$ cat config.mk
export PLATFORM = sky130hd
export DESIGN_NAME = pipe_stage_chain
export DESIGN_NICKNAME = d
export VERILOG_FILES = /design/src/rtl/pipe_stage_chain.sv
export SDC_FILE = /design/constraint.sdc
export NUM_CORES = 1
export LEC_CHECK = 0
export BUFFER_PORTS_ARGS = -buffer_cell sky130_fd_sc_hd__buf_2
export CORE_AREA = 2 2 144 118
export CTS_BUF_LIST = sky130_fd_sc_hd__clkbuf_4 sky130_fd_sc_hd__clkbuf_8
export DETAILED_ROUTE_END_ITERATION = 12
export DIE_AREA = 0 0 146 120
export GPL_TIMING_DRIVEN = 0
export PLACE_DENSITY = 0.61
export SLEW_MARGIN = 20
export SYNTH_ARGS = -nofsm -noshare
export SYNTH_HDL_FRONTEND = slang
export SYNTH_SLANG_ARGS = --single-unit
$ cat constraint.sdc
create_clock -name clk -period 3.1 [get_ports clk]
set_clock_uncertainty 0.05 [all_clocks]
set_input_delay 0.155 -clock clk [delete_from_list [all_inputs] [get_ports clk]]
set_output_delay 0.155 -clock clk [all_outputs]
set_load 0.1 [all_outputs]
$ cat src/rtl/pipe_stage_chain.sv
// Elastic DEPTH-stage pipeline register chain with valid/ready ends, per-stage
// hold (bubble insertion) and flush (squash), bubble collapse and status counters.
module pipe_stage_chain #(
    parameter int WIDTH       = 32,
    parameter int DEPTH       = 4,
    parameter int STALL_CNT_W = 32
) (
    input  logic                         clk,
    input  logic                         rst_n,
    input  logic                         in_valid,
    input  logic [WIDTH-1:0]             in_data,
    output logic                         in_ready,
    output logic                         out_valid,
    output logic [WIDTH-1:0]             out_data,
    input  logic                         out_ready,
    input  logic [DEPTH-1:0]             hold,
    input  logic [DEPTH-1:0]             flush,
    output logic [DEPTH-1:0]             valid_vec,
    output logic [$clog2(DEPTH+1)-1:0]   occupancy,
    output logic [STALL_CNT_W-1:0]       stall_cnt
);

    localparam int OCC_W = $clog2(DEPTH + 1);

    logic [DEPTH-1:0]       v_r;
    logic [WIDTH-1:0]       data_r [DEPTH];
    logic [OCC_W-1:0]       occupancy_r;
    logic [STALL_CNT_W-1:0] stall_cnt_r;
    logic [DEPTH-1:0]       adv_s;
    logic [DEPTH-1:0]       v_next_s;
    logic                   stall_s;

    function automatic logic [OCC_W-1:0] popcount(input logic [DEPTH-1:0] vec);
        logic [OCC_W-1:0] cnt;
        cnt = '0;
        for (int i = 0; i < DEPTH; i++) begin
            cnt = cnt + OCC_W'(vec[i]);
        end
        return cnt;
    endfunction

    // Advance chain: a stage moves when it is empty or its successor moves, unless held.
    always_comb begin
        logic carry;
        adv_s = '0;
        carry = out_ready;
        for (int i = DEPTH - 1; i >= 0; i--) begin
            adv_s[i] = (!v_r[i] | carry) & !hold[i];
            carry    = adv_s[i];
        end
    end

    // Next valid bits: flush beats advance; a held predecessor hands over a bubble.
    always_comb begin
        v_next_s = v_r;
        if (flush[0]) begin
            v_next_s[0] = 1'b0;
        end else if (adv_s[0]) begin
            v_next_s[0] = in_valid;
        end else begin
            v_next_s[0] = v_r[0];
        end
        for (int i = 1; i < DEPTH; i++) begin
            if (flush[i]) begin
                v_next_s[i] = 1'b0;
            end else if (adv_s[i]) begin
                v_next_s[i] = v_r[i-1] & !hold[i-1];
            end else begin
                v_next_s[i] = v_r[i];
            end
        end
    end

    assign stall_s = in_valid & !adv_s[0];

    // Stage valid bits and occupancy register.
    always_ff @(posedge clk or negedge rst_n) begin
        if (!rst_n) begin
            v_r         <= '0;
            occupancy_r <= '0;
        end else begin
            v_r         <= v_next_s;
            occupancy_r <= popcount(v_next_s);
        end
    end

    // Stage payloads; a flushed stage keeps stale data behind a cleared valid.
    always_ff @(posedge clk or negedge rst_n) begin
        if (!rst_n) begin
            for (int i = 0; i < DEPTH; i++) begin
                data_r[i] <= '0;
            end
        end else begin
            if (!flush[0] && adv_s[0]) begin
                data_r[0] <= in_data;
            end
            for (int i = 1; i < DEPTH; i++) begin
                if (!flush[i] && adv_s[i]) begin
                    data_r[i] <= data_r[i-1];
                end
            end
        end
    end

    // Saturating count of cycles where upstream offered data but was refused.
    always_ff @(posedge clk or negedge rst_n) begin
        if (!rst_n) begin
            stall_cnt_r <= '0;
        end else if (stall_s && (stall_cnt_r != {STALL_CNT_W{1'b1}})) begin
            stall_cnt_r <= stall_cnt_r + STALL_CNT_W'(1'b1);
        end
    end

    assign in_ready  = adv_s[0];
    assign out_valid = v_r[DEPTH-1];
    assign out_data  = data_r[DEPTH-1];
    assign valid_vec = v_r;
    assign occupancy = occupancy_r;
    assign stall_cnt = stall_cnt_r;

endmodule

==> metrics.cfg <==
[power]
power_uw=7840
intPower_uw=4340
switching_share_pct=44.6
seq_power_share_pct=39.5
switchingPower_uw=3500
combPwrFrac_pct=41.3
p_leak_uw=0.00402
clock_power_share_pct=19.2
irDropWorstVdd_v=0.00131
power.density_mw_per_mm2=896

[cells_and_area]
antenna_cells=0
fin_cells=906
register_area_mm2=0.00418
fill_cells=1452
mostFrequentLayoutCells=dfrtp_1, buf_2, mux2_2
final_nets=721
final_util_pct=54.0
layout_commonest_cell=dfrtp_1
areaGrowthSynthToFinish_pct=23.9
fin_area_mm2=0.00875
multi_input_area_mm2=0.00250
drive_above_1_share_pct=51.3

[place]
gp_congestion=0.798
portBuffers=116
hpwl_um=9400
place_area_mm2=0.00795
placed_cells=833

[sta]
fin_crit_sh_pct=76.8
finalCriticalPeriod_ps=2380
maxSlewViolCount=0
tightest_slew_ps=509
relSlewSlack_pct=66.1
fmax_mhz=420
rsz0062_at_grt=false
final_hold_viol_count=0
setup_viol=0

[clock_tree]
cts_tree=yes
cts_buffers=17
clock_latency_ps=460
clock-sinks=167
clockBufferDepth=2
path_clk_slew_ps=90
htreeDepth=4
clock-root-buffer=clkbuf_8

[grt]
grt_pass1_wl_um=23300
grt_max_degree=103
use_met2_pct=25.0
grt_pass1_vias=4469
met3_usage_pct=4.83
antenna_found_initial=0
grt_busiest_layer=met2
use_met1_pct=24.7
grt_overflow=0
track_usage_pct=17.1

[floorplanning]
core_mm2=0.0162
start_util_pct=43.6
num_rows=42
dieArea_mm2=0.0175
die_h_um=120
io_pins=117
die_width_um=146

[setup_path]
slowest_delay_ps=510
cp-start-kind=register
critPathSlowestCell=fa_1
cp.arrival_ps=2680
crit_required_ps=3400
path_class=reg -> reg
path_max_fanout=5
path_cells=a21oi_1 > nand2_1 > a21o_1 > o21ai_0 > a21oi_1 > fa_1 > ha_1 > ha_1
setup.worst_path.end_class=register

[detailed_routing]
dr.first_iter.drc_count=159
dr.pass1.iters=4
postRouteAntennaNets=0
dr_total_vias=4395
drc=0
wl_um=13900
routedWlPerCell_um=15.4
drt-vias-per-instance=4.85

[yosys]
synth_edf_count=0
yosys.area.top_type=dfrtp_1
synth_ff_type=dfrtp_1
synth.area.top_cells=dfrtp_1, mux2_2, buf_4
synth_async_sr_flop_share_pct=100
ys_warn_count=0
postSynthNetCount=544
avgSynthCellArea_um2=14.2
yosys.area.top_type_share_pct=59.2
yosysSeqAreaShare_pct=59.2
syn_area_mm2=0.00706
syn_inst=496
yosysUniqueCellTypes=37
synth-seq-cells=167

[worst_hold_path]
min_path_type=in -> async

[status]
status=complete, no violations

[run]
maxCapViolCount=0

[power groups by stage]
stage	Clock, µW	Sequential, µW	Combinational, µW
after floorplan	0	3510	2320
after global placement	0	3100	3190
after detailed placement	0	3140	3220
after CTS	1560	3100	3260
after global routing	1660	3180	3370
final	1510	3090	3240
[layer usage]
layer,share of wire (%),vias to the layer above
met3,5.1,9
met5,0,-
li1,-,2059
met2,45,108
met4,0.98,0
met1,49,2219
[synthesized netlist by cell type (4+ instances only)]
| cell type | n |
|---|---|
| nor2_1 | 12 |
| nand3_1 | 10 |
| dfrtp_1 | 167 |
| buf_2 | 13 |
| nand4_1 | 8 |
| nor3_1 | 13 |
| nor4_1 | 4 |
| xor2_1 | 29 |
| a21oi_1 | 5 |
| mux2_2 | 126 |
| nor4_2 | 12 |
| nand2_1 | 21 |
| buf_4 | 37 |
[worst paths after layout]
| kind | slack [ps] | depth (start not counted) | end | from |
|---|---|---|---|---|
| setup / recovery | 720 | 8 | occupancy[1] | valid_vec[2] |
| hold / removal | 170 | 2 | stall_cnt[12] | rst_n |
| setup reg to reg | 720 | 8 | occupancy[1] | valid_vec[2] |
| hold reg to reg | 440 | 1 | data_r[91] | data_r[91] |
| max in group asynchronous | 1960 | 3 | out_data[6] | rst_n |
| min in group clk | 170 | 4 | stall_cnt[0] | in_valid |
[metrics by stage]
step	setup TNS [ps]	hold WS, ps	setup slack, ps
4_1_cts	0	143	715
5_1_grt	0	162	582
3_5_place_dp	0	86.1	723
2_1_floorplan	0	-191	315
6_report	0	166	718
3_3_place_gp	-108290	311	-668
[state kept, by name, indices dropped and copies added, names as in the netlist]
register	cells
data_r	96
out_data	32
stall_cnt	32
valid_vec	4
occupancy	3
[cells by family after synthesis]
| family | Yosys count | share of synthesized area, % |
|---|---|---|
| AOI/OAI and AO/OA | 13 | 1.08 |
| and+or+nand+nor | 97 | 9.04 |
| DFF | 167 | 59.2 |
| xor gates and xnor gates | 31 | 3.85 |
| muxes | 129 | 20.6 |
| adders and majority gates | 4 | 0.815 |
| buffers and inverters | 55 | 5.39 |
[what timing repair did]
item,4_1_cts,5_1_grt
buffers inserted,0,0
hold endpoints to repair,101,0
gates resized for setup,0,0
hold buffers,41,0
[area by class of cell]
class | instances | share of cell area [%]
well taps | 220 | 3.15
inverters | 3 | 0.129
multi-input cells | 274 | 28.6
flip-flops and latches | 167 | 47.8
plain buffers | 52 | 4.22
clock buffers | 19 | 2.99
repair buffers | 158 | 11.8
clock inverters | 13 | 1.39
[critical path, delay by kind of cell, from the launching register on]
| family | cells | cell delay [ps] |
|---|---|---|
| AND/OR/NAND/NOR | 1 | 120 |
| AO/OA/AOI/OAI | 4 | 700 |
| adder cells (fa/ha/maj) | 3 | 980 |
| flip-flops | 1 | 420 |
Power figures use the tool's default switching activity.
